File: src/rtl/hamming74_pkg.sv
// rtl/hamming74_pkg.sv - shared Hamming(7,4) constants, parity and syndrome helpers
// Purpose: widths, the parity generator used by the encoder and the
// syndrome-to-bit-position table used by the matching decoder.
// Ports: none (package).
package hamming74_pkg;

    localparam int DATA_W = 4;
    localparam int CODE_W = 7;

    // Marker returned by the syndrome table when no single bit is in error.
    localparam logic [2:0] POS_NONE = 3'd7;

    // p[0] covers d0,d2,d3; p[1] covers d0,d1,d2; p[2] covers d1,d2,d3.
    function automatic logic [2:0] hamming74_parity(input logic [DATA_W-1:0] d);
        logic [2:0] p;
        p[0] = d[0] ^ d[2] ^ d[3];
        p[1] = d[0] ^ d[1] ^ d[2];
        p[2] = d[1] ^ d[2] ^ d[3];
        return p;
    endfunction

    // Codeword layout: c[6:3] = data, c[2:0] = parity.
    function automatic logic [CODE_W-1:0] hamming74_encode(input logic [DATA_W-1:0] d);
        return {d, hamming74_parity(d)};
    endfunction

    // Syndrome recomputed from a received codeword; zero means consistent.
    function automatic logic [2:0] hamming74_syndrome(input logic [CODE_W-1:0] c);
        logic [2:0] s;
        s[0] = c[0] ^ c[3] ^ c[5] ^ c[6];
        s[1] = c[1] ^ c[3] ^ c[4] ^ c[5];
        s[2] = c[2] ^ c[4] ^ c[5] ^ c[6];
        return s;
    endfunction

    // Syndrome -> index of the single flipped codeword bit.
    function automatic logic [2:0] hamming74_syn_to_pos(input logic [2:0] s);
        logic [2:0] pos;
        case (s)
            3'd1:    pos = 3'd0;
            3'd2:    pos = 3'd1;
            3'd3:    pos = 3'd3;
            3'd4:    pos = 3'd2;
            3'd5:    pos = 3'd6;
            3'd6:    pos = 3'd4;
            3'd7:    pos = 3'd5;
            default: pos = POS_NONE;
        endcase
        return pos;
    endfunction

endpackage

File: src/rtl/hamming74_fifo.sv
// rtl/hamming74_fifo.sv - small codeword buffer with a registered head output
// Purpose: DEPTH-entry FIFO (DEPTH 2 or 4) whose head word is held in its own
// register so the output is a flop, and a word written into an empty buffer
// is visible the cycle after it is accepted.
// Ports:
//   clk, rst_n            clock, synchronous active-low reset
//   s_tdata/s_tvalid/s_tready   write side (s_tready low during and right after reset edge)
//   m_tdata/m_tvalid/m_tready   read side, m_tdata = head word
module hamming74_fifo
    import hamming74_pkg::*;
#(
    parameter int DEPTH = 2
) (
    input  logic              clk,
    input  logic              rst_n,
    input  logic [CODE_W-1:0] s_tdata,
    input  logic              s_tvalid,
    output logic              s_tready,
    output logic [CODE_W-1:0] m_tdata,
    output logic              m_tvalid,
    input  logic              m_tready
);

    localparam int PTR_W = (DEPTH > 2) ? $clog2(DEPTH) : 1;
    localparam int OCC_W = $clog2(DEPTH + 1);

    logic [CODE_W-1:0] mem_q [DEPTH];
    logic [CODE_W-1:0] mem_d [DEPTH];
    logic [PTR_W-1:0]  wr_ptr_q, wr_ptr_d;
    logic [PTR_W-1:0]  rd_ptr_q, rd_ptr_d;
    logic [OCC_W-1:0]  occ_q, occ_d;
    logic [CODE_W-1:0] head_q, head_d;
    logic              active_q, active_d;
    logic              push;
    logic              pop;

    function automatic logic [PTR_W-1:0] ptr_inc(input logic [PTR_W-1:0] p);
        return (p == PTR_W'(DEPTH - 1)) ? '0 : p + PTR_W'(1);
    endfunction

    // active_q keeps s_tready low on the reset edge itself and releases it
    // on the first edge with rst_n high; ready never looks at m_tready.
    assign s_tready = active_q && (occ_q < OCC_W'(DEPTH));
    assign m_tvalid = (occ_q != '0);
    assign m_tdata  = head_q;
    assign push     = s_tvalid && s_tready;
    assign pop      = m_tvalid && m_tready;

    always_comb begin
        mem_d    = mem_q;
        wr_ptr_d = wr_ptr_q;
        rd_ptr_d = rd_ptr_q;
        occ_d    = occ_q;
        head_d   = head_q;
        active_d = 1'b1;

        if (push) begin
            mem_d[wr_ptr_q] = s_tdata;
            wr_ptr_d        = ptr_inc(wr_ptr_q);
        end
        if (pop) begin
            rd_ptr_d = ptr_inc(rd_ptr_q);
        end

        case ({push, pop})
            2'b10:   occ_d = occ_q + OCC_W'(1);
            2'b01:   occ_d = occ_q - OCC_W'(1);
            default: occ_d = occ_q;
        endcase

        // The new head is either the word being written this cycle (buffer
        // empty, or a single entry being replaced) or an already stored one.
        // An empty buffer keeps showing the last head word.
        if (occ_d != '0) begin
            if (push && (wr_ptr_q == rd_ptr_d)) begin
                head_d = s_tdata;
            end else begin
                head_d = mem_q[rd_ptr_d];
            end
        end
    end

    always_ff @(posedge clk) begin
        if (!rst_n) begin
            mem_q    <= '{default: '0};
            wr_ptr_q <= '0;
            rd_ptr_q <= '0;
            occ_q    <= '0;
            head_q   <= '0;
            active_q <= 1'b0;
        end else begin
            mem_q    <= mem_d;
            wr_ptr_q <= wr_ptr_d;
            rd_ptr_q <= rd_ptr_d;
            occ_q    <= occ_d;
            head_q   <= head_d;
            active_q <= active_d;
        end
    end

endmodule

File: src/rtl/hamming74_enc.sv
// rtl/hamming74_enc.sv - Hamming(7,4) encoder with output buffer and word counter
// Purpose: encodes each accepted nibble into a 7-bit codeword, buffers it in
// hamming74_fifo and counts accepted nibbles.
// Optional macro HAMMING74_ENC_ERR_INJECT_EN adds single-bit error injection.
// Ports:
//   clk, rst_n              clock, synchronous active-low reset
//   d, in_valid, in_ready   nibble input handshake
//   c, out_valid, out_ready codeword output handshake (c registered)
//   word_cnt                wrapping count of accepted nibbles
//   err_arm, err_pos        (macro only) arm a flip of codeword bit err_pos
module hamming74_enc
    import hamming74_pkg::*;
#(
    parameter int CNT_W = 16,
    parameter int DEPTH = 2
) (
    input  logic              clk,
    input  logic              rst_n,
    input  logic [DATA_W-1:0] d,
    input  logic              in_valid,
    output logic              in_ready,
    output logic [CODE_W-1:0] c,
    output logic              out_valid,
    input  logic              out_ready,
`ifdef HAMMING74_ENC_ERR_INJECT_EN
    input  logic              err_arm,
    input  logic [2:0]        err_pos,
`endif
    output logic [CNT_W-1:0]  word_cnt
);

    logic [CODE_W-1:0] code_raw;
    logic [CODE_W-1:0] code_d;
    logic              accept;
    logic [CNT_W-1:0]  word_cnt_q, word_cnt_d;

    assign code_raw = hamming74_encode(d);
    assign accept   = in_valid && in_ready;
    assign word_cnt = word_cnt_q;

`ifdef HAMMING74_ENC_ERR_INJECT_EN
    logic              armed_q, armed_d;
    logic [CODE_W-1:0] flip_mask;

    always_comb begin
        flip_mask = '0;
        // Position 7 is outside the codeword: consumes the arm, flips nothing.
        if (armed_q && (err_pos != POS_NONE)) begin
            flip_mask[err_pos] = 1'b1;
        end
        code_d = code_raw ^ flip_mask;

        // A fresh arm on the same edge as the injected accept wins, so the
        // following nibble is corrupted as well.
        armed_d = armed_q;
        if (accept) begin
            armed_d = 1'b0;
        end
        if (err_arm) begin
            armed_d = 1'b1;
        end
    end

    always_ff @(posedge clk) begin
        if (!rst_n) begin
            armed_q <= 1'b0;
        end else begin
            armed_q <= armed_d;
        end
    end
`else
    assign code_d = code_raw;
`endif

    always_comb begin
        word_cnt_d = word_cnt_q;
        if (accept) begin
            word_cnt_d = word_cnt_q + CNT_W'(1);
        end
    end

    always_ff @(posedge clk) begin
        if (!rst_n) begin
            word_cnt_q <= '0;
        end else begin
            word_cnt_q <= word_cnt_d;
        end
    end

    hamming74_fifo #(
        .DEPTH (DEPTH)
    ) u_fifo (
        .clk      (clk),
        .rst_n    (rst_n),
        .s_tdata  (code_d),
        .s_tvalid (in_valid),
        .s_tready (in_ready),
        .m_tdata  (c),
        .m_tvalid (out_valid),
        .m_tready (out_ready)
    );

endmodule
File: config.mk
export PLATFORM = sky130hd
export DESIGN_NAME = hamming74_enc
export DESIGN_NICKNAME = d
export VERILOG_FILES = /design/src/rtl/hamming74_pkg.sv /design/src/rtl/hamming74_fifo.sv /design/src/rtl/hamming74_enc.sv
export SDC_FILE = /design/constraint.sdc
export NUM_CORES = 1
export LEC_CHECK = 0
export CAP_MARGIN = 15
export CORE_ASPECT_RATIO = 0.7
export CORE_MARGIN = 4
export CORE_UTILIZATION = 40
export CTS_CLUSTER_DIAMETER = 50
export DETAILED_ROUTE_END_ITERATION = 8
export GPL_ROUTABILITY_DRIVEN = 0
export GPL_TIMING_DRIVEN = 0
export PLACE_DENSITY = 0.65
export SETUP_SLACK_MARGIN = 0.1
export SYNTH_ARGS = -nofsm -noshare
export SYNTH_HDL_FRONTEND = slang
export SYNTH_SLANG_ARGS = --single-unit
File: constraint.sdc
create_clock -name clk -period 2.3 [get_ports clk]
set_input_delay 0.23 -clock clk [delete_from_list [all_inputs] [get_ports clk]]
set_output_delay 0.23 -clock clk [all_outputs]
set_load 0.05 [all_outputs]
# Word level (Yosys, flattened, before mapping)
# Cells that the tools add are included.
[word_totals] register_bits=42 latchBits=0 ram_bits=0 romBits=0 input_bits=8 out_inout_bits=25 word_cells=47 memories=0
[classes] n_addsub=5 mul=0 n_div=0 n_lt_le_gt_ge=4 n_eq_ne=3 shift=0 mux=12 n_bitwise=8 n_reduce_logical=7
[ops] op="7-bit two-way mux" count=5
[ops] op="16-bit by 1-bit adder with 16-bit output, second input constant" count=1
[ops] op="14-bit bitwise mux" count=1
[ops] op="7-bit demux with 1-bit select" count=1
[ops] op="1-bit XOR" count=6
[ops] op="1-bit logical AND" count=5
[ops] op="2-bit greater-or-equal comparator, second input constant" count=2
[ops] op="1-bit two-way mux" count=4
[ops] op="1-bit NOT with 2-bit output" count=2
[ops] op="2-bit one-hot mux with 2 select lines" count=1
[ops] op="2-bit nonzero test" count=2
[ops] op="1-bit adder, second input constant" count=2
[ops] op="2-bit by 1-bit adder with 2-bit output, second input constant" count=1
[ops] op="2-bit by 1-bit equality test with 1-bit output, second input constant" count=1
[ops] op="2-bit equality test, second input constant" count=1
[ops] op="2-bit by 1-bit < comparator with 1-bit output, second input constant" count=1
[ops] op="2-bit < comparator, second input constant" count=1
[ops] op="2-bit by 1-bit subtractor with 2-bit output, second input constant" count=1
[ops] op="1-bit equality test" count=1

# Depth between registers and ports, before layout
# Gate-level depths: netlist of run 1.
[depth] word_depth=8 depth_mapped=10 ltp_nobuf=8

# Hierarchy
# A second synthesis of run 1 with hierarchy kept.
[hier_totals] hier_cells=215 hier_area_um2=1918.1
[modules_own_cells] mod="hamming74_fifo" instances=1 cells_each=127 area_per_inst_um2=1141.1 seq_area_each_um2=520.5
[modules_own_cells] mod="hamming74_enc" instances=1 cells_each=88 area_per_inst_um2=777.0 seq_area_each_um2=320.3

# Worst setup path before layout of run 1
# No wires, ideal clock.
[synth_path] path_type="register to register" start="reg u_fifo.occ_q[1]" end="reg u_fifo.head_q[4] (netlist: u_fifo.m_tdata[4])" t_arrival_ns=2.051 setup_slack_ns=0.132 path_stages_with_launch=11 cell_sequence="dfxtp_1 > and3b_2 > buf_2 > inv_1 > ha_1 > nand2b_1 > nor3b_1 > nor2_1 > and2_1 > clkbuf_1 > a22o_1"
[synth_via] elab_chain_cells=8
[synth_rtl] item="start: declaration" line="hamming74_fifo.sv:31" rtl="logic [OCC_W-1:0] occ_q, occ_d;"
[synth_rtl] item="start signal: assignment" line="hamming74_fifo.sv:88" rtl="occ_q <= '0;"
[synth_rtl] item="start signal: assignment" line="hamming74_fifo.sv:95" rtl="occ_q <= occ_d;"
[synth_rtl] item="parallel branches: the longest is 8 deep, another holds 2-bit < comparator"
[synth_rtl] item="end signal: assignment" line="hamming74_fifo.sv:89" rtl="head_q <= '0;"
[synth_rtl] item="end signal: assignment" line="hamming74_fifo.sv:96" rtl="head_q <= head_d;"
[synth_rtl] item="end: declaration" line="hamming74_fifo.sv:32" rtl="logic [CODE_W-1:0] head_q, head_d;"
# Parallel ways; which one is timed is not known. The select of a mux whose other input is x is not followed.
# A chain may end at the register's enable or synchronous reset.

# Worst setup path in the final report of run 1
[layout_path] start="reg u_fifo.occ_q[1]" end="reg u_fifo.head_q[3] (netlist: u_fifo.m_tdata[3])"
# Same word-level chain as after synthesis.

==> results of run 1 <==
## cell families (layout without fill, tap and decap cells)
family,Yosys count,in the layout,synth area share
and+or+nand+nor,78,78,0.232
DFF,42,42,0.433
AOI/OAI and AO/OA,22,22,0.0877
xor gates and xnor gates,22,22,0.109
muxes,19,19,0.101
buffers and inverters,11,50,0.0245
adders and majority gates,2,2,0.0129
## power groups by stage
stage / Combinational [uW] / Clock, uW / Sequential [uW]
5_1_grt: 513 / 544 / 815
2_1_floorplan: 286 / 0 / 879
3_5_place_dp: 465 / 0 / 824
3_3_place_gp: 463 / 0 / 823
6_report: 481 / 490 / 808
4_1_cts: 469 / 509 / 807
## stage by stage
step	instances	total power, uW	utilization
finish	290	1780	0.544
global route	290	1870	0.544
CTS	290	1790	0.538
detailed placement	283	1290	0.517
global placement	283	1290	0.517
floorplan	196	1160	-
## registers in the layout, summed over array words and instances, names as in the netlist
| name | flops |
|---|---|
| u_fifo.m_tdata | 7 |
| u_fifo.rd_ptr_q | 1 |
| word_cnt | 16 |
| u_fifo.mem_q | 14 |
| u_fifo.occ_q | 2 |
| u_fifo.active_q | 1 |
| u_fifo.wr_ptr_q | 1 |
## worst min-delay path by stage
stage,from,endpoint,slack [ps],cells past startpoint
2_1_floorplan,rst_n,u_fifo.active_q,260,0
3_3_place_gp,u_fifo.mem_q[5],u_fifo.mem_q[5],460,2
3_5_place_dp,u_fifo.mem_q[4],u_fifo.mem_q[4],460,2
4_1_cts,rst_n,u_fifo.active_q,410,1
5_1_grt,rst_n,u_fifo.active_q,420,1
6_report,rst_n,u_fifo.active_q,420,1
## repair_timing
item                                   CTS  global route
setup endpoints to repair                7             7
endpoints found under the hold margin    0             0
buffers inserted                         0             0
resized for setup                        5             6
pin swaps                                0             0
cloned                                   0             0
## cells in the final DEF, fill, tap and decap left out, types with 2 or more instances in the layout
master           count
a21boi_0             5
a22o_1               7
and2_1              20
and2b_2              2
and3_1               4
and4_1               3
buf_2                2
clkbuf_1             6
clkbuf_8             6
clkdlybuf4s50_1     32
dfxtp_1             41
mux2_1               2
mux2_2               2
mux2i_1             15
nand2_1             18
nand2b_1             4
nand3_1              8
nand4_1              2
nor2b_1              8
o21ai_0              7
or2_2                2
xnor2_1             17
xor2_1               4
## cells in the mapped netlist
| cell | n |
|---|---|
| and3_1 | 4 |
| and4_1 | 3 |
| inv_1 | 1 |
| nand4_1 | 2 |
| nand2b_1 | 4 |
| a21oi_1 | 1 |
| and2b_2 | 2 |
| xnor2_4 | 1 |
| nor3b_1 | 1 |
| mux2i_1 | 15 |
| nand2_2 | 1 |
| nand3b_1 | 1 |
| or2_2 | 2 |
| nand2_1 | 18 |
| nand3_1 | 8 |
| dfxtp_1 | 42 |
| buf_4 | 1 |
| o21a_4 | 1 |
| or3_2 | 1 |
| buf_2 | 2 |
| nor2b_1 | 8 |
| o21ai_0 | 7 |
| clkbuf_1 | 7 |
| a21boi_0 | 5 |
| a22o_1 | 7 |
| xor2_1 | 4 |
| ha_1 | 2 |
| a21oi_4 | 1 |
| and3b_2 | 1 |
| xnor2_1 | 17 |
| nor2_1 | 1 |
| mux2_1 | 2 |
| and2_1 | 21 |
| mux2_2 | 2 |
## area by class of cell
class                      instances  area (um^2)  area share
buffer                             9         47.5      0.0194
clock inverter                     1         5.00     0.00204
timing repair buffer              32          320       0.131
clock buffer                       7         86.3      0.0352
sequential                        42          845       0.345
tap                               55         68.8      0.0281
inverter                           1         6.26     0.00255
multi-input combinational        143         1070       0.437
## layer usage
layer,up-vias,wire [um]
met3,8,174
met4,0,59
met2,29,1490
met5,-,0
met1,653,2100
li1,735,-
==> flow_summary.yaml, run 1 <==
run_status:
  status: "completed"
die:
  row_count: 20
  die_h_um: 66.3
  start_util: 0.431
  die-area_um2: 6050
  die_width_um: 91.3
  coreArea_um2: 4500
  num_io_pins: 33
global_routing:
  grt_overflow_total: 0
  antenna_found_initial: 0
  grt_pass1_wl_mm: 6.62
  busiest_layer: "met2"
  grtUsageMet3: 0.0466
  gr-usage-met2: 0.196
  grt_pass1_vias: 1405
  use_met1: 0.191
  grtUsageTotal: 0.139
  grt_max_degree: 13
sta:
  worstMarginPinSlew_ps: 502
  final.setup.tns_ps: 0
  setup_slack_ps: 265
  rsz0062_at_grt: "no"
  post-route-min-period_ps: 2040
  slew_viol_final: 0
  hold_violations: 0
  finClkSkew_ps: 5.26
  maxSlewHeadroom: 0.664
  setup-violations-final: 0
  whs_ps: 422
  fin_crit_sh: 0.885
  fmax_mhz: 491
drt:
  antenna_left: 0
  dr.pass1.iters: 4
  wl_mm: 3.82
  wl_per_cell_um: 13.2
  drc: 0
  viasPerCell: 4.91
  dr_total_vias: 1425
  drtIter0Drc: 61
logic_synthesis:
  yosysSeqAreaShare: 0.433
  syn_inst: 196
  synth_top_area_share: 0.433
  synth_cell_types: 34
  ys_top_cells_by_area: "dfxtp_1 43%, mux2i_1 7.7%, xnor2_1 7.7%, and2_1 6.8%, nand2_1 3.5%"
  synth_top_cell_by_area: "dfxtp_1"
  synth_area_um2: 1940
  ys_ff_latch: 42
  postSynthAreaPerCell_um2: 9.90
  syn_nets: 206
  synth_warnings: 0
pwr:
  p_int_uw: 1220
  swShare: 0.312
  pwr-share-seq: 0.454
  p_leak_uw: 0.000972
  irDropWorstVdd_mv: 0.410
  pwr_density_cell_nw_per_um2: 726
  switching_power_uw: 555
  clock_power_share: 0.276
  p_comb_frac: 0.270
layout:
  nFillCells: 413
  areaGrowthSynthToFinish_pct: 26.2
  drive_gt1_frac: 0.119
  design_area_um2: 2450
  n_antenna_cell: 0
  fin_nets: 244
setup_path:
  worstSetupPathType: "flop to flop"
  ff2ff_path_depth: 9
  path_max_fanout: 10
  r2r-start: "u_fifo.occ_q[1]"
  cp_top_family: "simple AND/OR/NAND/NOR gates"
  crit_chain: "and3b_2 > buf_6 > inv_4 > ha_4 > nand2b_1 > nor3b_2 > nor2_1 > and2_2 > a22o_1"
  start_kind: "flop"
  worstSetupPathDepth: 9
  crit_path_end: "u_fifo.m_tdata[3]"
  crit_start: "u_fifo.occ_q[1]"
  path_buf_inv: 2
  critPathCaptureType: "flop"
  worst_path_max_delay_cell: "dfxtp_4"
  reg2reg_to: "u_fifo.m_tdata[3]"
  worstPathArrival_ps: 2220
  critPathRequiredTime_ps: 2490
  slowest_delay_ps: 370
  r2r_setup_slack_ps: 260
placed_design:
  dp_hpwl_mm: 2.74
  preCtsSetupSlack_ps: -429
  place_area_um2: 2330
  portBuffers: 32
clock_network:
  clk_latency_ps: 290
  clk_pin_slew_ps: 80
  cts_buffers: 5
  cts_tree: "yes"
  h-tree-depth: 2
  hold_buffers: 0
  cts_sinks: 42
  clk_path_buf_depth: 2
  cts_root_buffer: "clkbuf_8"
flow_run:
  drv_cap: 0
worst_hold_path:
  hp-class: "primary input to flop"
(Power assumes the default switching activity.)
==> run 2, diff against run 1 <==
--- a/config.mk
+++ b/config.mk
@@ -14,6 +14,7 @@
 export GPL_ROUTABILITY_DRIVEN = 0
 export GPL_TIMING_DRIVEN = 0
 export PLACE_DENSITY = 0.65
+export REMOVE_ABC_BUFFERS = 1
 export SETUP_SLACK_MARGIN = 0.1
 export SYNTH_ARGS = -nofsm -noshare
 export SYNTH_HDL_FRONTEND = slang
==> run 2 against run 1 <==
Clock skew about the same; total power is 1.1% lower; sequential cell count stayed put; clock-buffer cell count did not move; global-route usage down 0.38 points; utilization is 1.2 points lower; critical path depth shrank 1; highest routed layer unchanged.
==> flow_summary.yaml, run 2 (synthesis results as in run 1) <==
pwr:
  finalPower_uw: 1760
  pwr_density_cell_nw_per_um2: 735
  p_leak_uw: 0.000954
  irDropWorstVdd_mv: 0.404
drt:
  wl_met2_mm: 1.54
  wl_met3_um: 137
  antenna_left: 0
  dr_total_vias: 1378
  wl_mm: 3.73
  dr.pass1.iters: 4
  viasPerCell: 4.89
  wl_per_cell_um: 13.2
  drc: 0
  drt-met1-wl_mm: 1.99
  routed.top_layer: "met4"
  drtIter0Drc: 43
layout:
  n_antenna_cell: 0
  ff_latch_area_um2: 842
  areaGrowthSynthToFinish_pct: 23.4
  layout_commonest_cell: "dfxtp_1"
  multiInputGateArea_um2: 1060
  nFillCells: 414
  largest_reg_flops: 16
  final_cell_mix: "41 x dfxtp_1, 32 x clkdlybuf4s50_1, 20 x and2_1, 18 x nand2_1, 17 x xnor2_1"
  drive_gt1_frac: 0.106
  fin_nets: 236
sta:
  fin_crit_sh: 0.901
  setup_slack_ps: 227
  slew_viol_final: 0
  finClkSkew_ps: 5.42
  hold_violations: 0
  setup-violations-final: 0
  fmax_mhz: 482
  post-route-min-period_ps: 2070
  maxSlewHeadroom: 0.298
  worstMarginPinSlew_ps: 1050
  rsz0062_at_grt: "no"
clock_network:
  cts_tree: "yes"
  hold_buffers: 0
  cts_sinks: 42
  cts_root_buffer: "clkbuf_8"
  clk_path_buf_depth: 2
  clk_pin_slew_ps: 80
  clk_latency_ps: 300
  cts_buffers: 5
  h-tree-depth: 2
die:
  row_count: 20
  die_h_um: 66.3
  die-area_um2: 6050
  coreArea_um2: 4500
  start_util: 0.431
  die_width_um: 91.3
  num_io_pins: 33
global_routing:
  grt_pass1_vias: 1334
  grtUsageTotal: 0.135
  grt_overflow_total: 0
  antenna_found_initial: 0
  grt_max_degree: 39
  grt_pass1_wl_mm: 6.40
worst_hold_path:
  hp-class: "flop to flop"
setup_path:
  worstPathArrival_ps: 2260
  worstSetupPathType: "flop to flop"
  critPathCaptureType: "flop"
  start_kind: "flop"
  critPathRequiredTime_ps: 2490
  path_max_fanout: 8
placed_design:
  dp_hpwl_mm: 2.56
  portBuffers: 32
  preCtsSetupSlack_ps: -440
run_status:
  status: "completed"
flow_run:
  drv_cap: 0
-- run 2: worst paths after layout --
kind                                      start                 to  slack [ps]  cells past startpoint
worst max-delay path            u_fifo.occ_q[1]  u_fifo.m_tdata[6]         230                      8
worst min-delay path            u_fifo.mem_q[4]    u_fifo.mem_q[4]         460                      2
worst max register to register  u_fifo.occ_q[1]  u_fifo.m_tdata[6]         230                      8
worst min register to register  u_fifo.mem_q[4]    u_fifo.mem_q[4]         460                      2
-- run 2: per-stage QoR --
stage | utilization | instance area [um^2] | TNS, ps | cells | hold WS [ps]
after floorplan | - | 1900 | 0 | 186 | 258
after global routing | 0.532 | 2390 | 0 | 282 | 494
final | 0.532 | 2390 | 0 | 282 | 465
after CTS | 0.530 | 2390 | 0 | 282 | 469
after detailed placement | 0.508 | 2290 | -3050 | 273 | 458
after global placement | 0.508 | 2290 | -2940 | 273 | 456
-- run 2: cell type report --
| type | instances | area share |
|---|---|---|
| clock inverters | 1 | 0.00209 |
| flip-flops and latches | 42 | 0.352 |
| well taps | 55 | 0.0287 |
| clock buffers | 7 | 0.0361 |
| multi-input cells | 143 | 0.443 |
| inverters | 1 | 0.00157 |
| repair buffers | 33 | 0.137 |
-- run 2: critical path, cell delays in order, from the launching register on --
cell	delay, ps
dfxtp_2	360
and3b_2	270
inv_2	70
ha_1	340
nand2b_1	170
nor3b_1	200
nor2_1	110
and2_2	270
a22o_1	200
-- run 2: timing repair --
action	CTS	global route
endpoints found under the setup margin	7	7
resized for setup	2	3
cloned	0	0
buffers inserted	1	0
-- run 2: report_power, final --
part	internal [uW]	switching [uW]	total, uW
clock network	242	244	486
logic	200	265	465
registers	770	37.5	808
total	1210	546	1760
-- run 2: per-layer routing --
metal  track usage  vias up
li1              -      719
met4        0.0733        0
met5             0        -
met2         0.200       24
met1         0.182      628
met3        0.0330        7
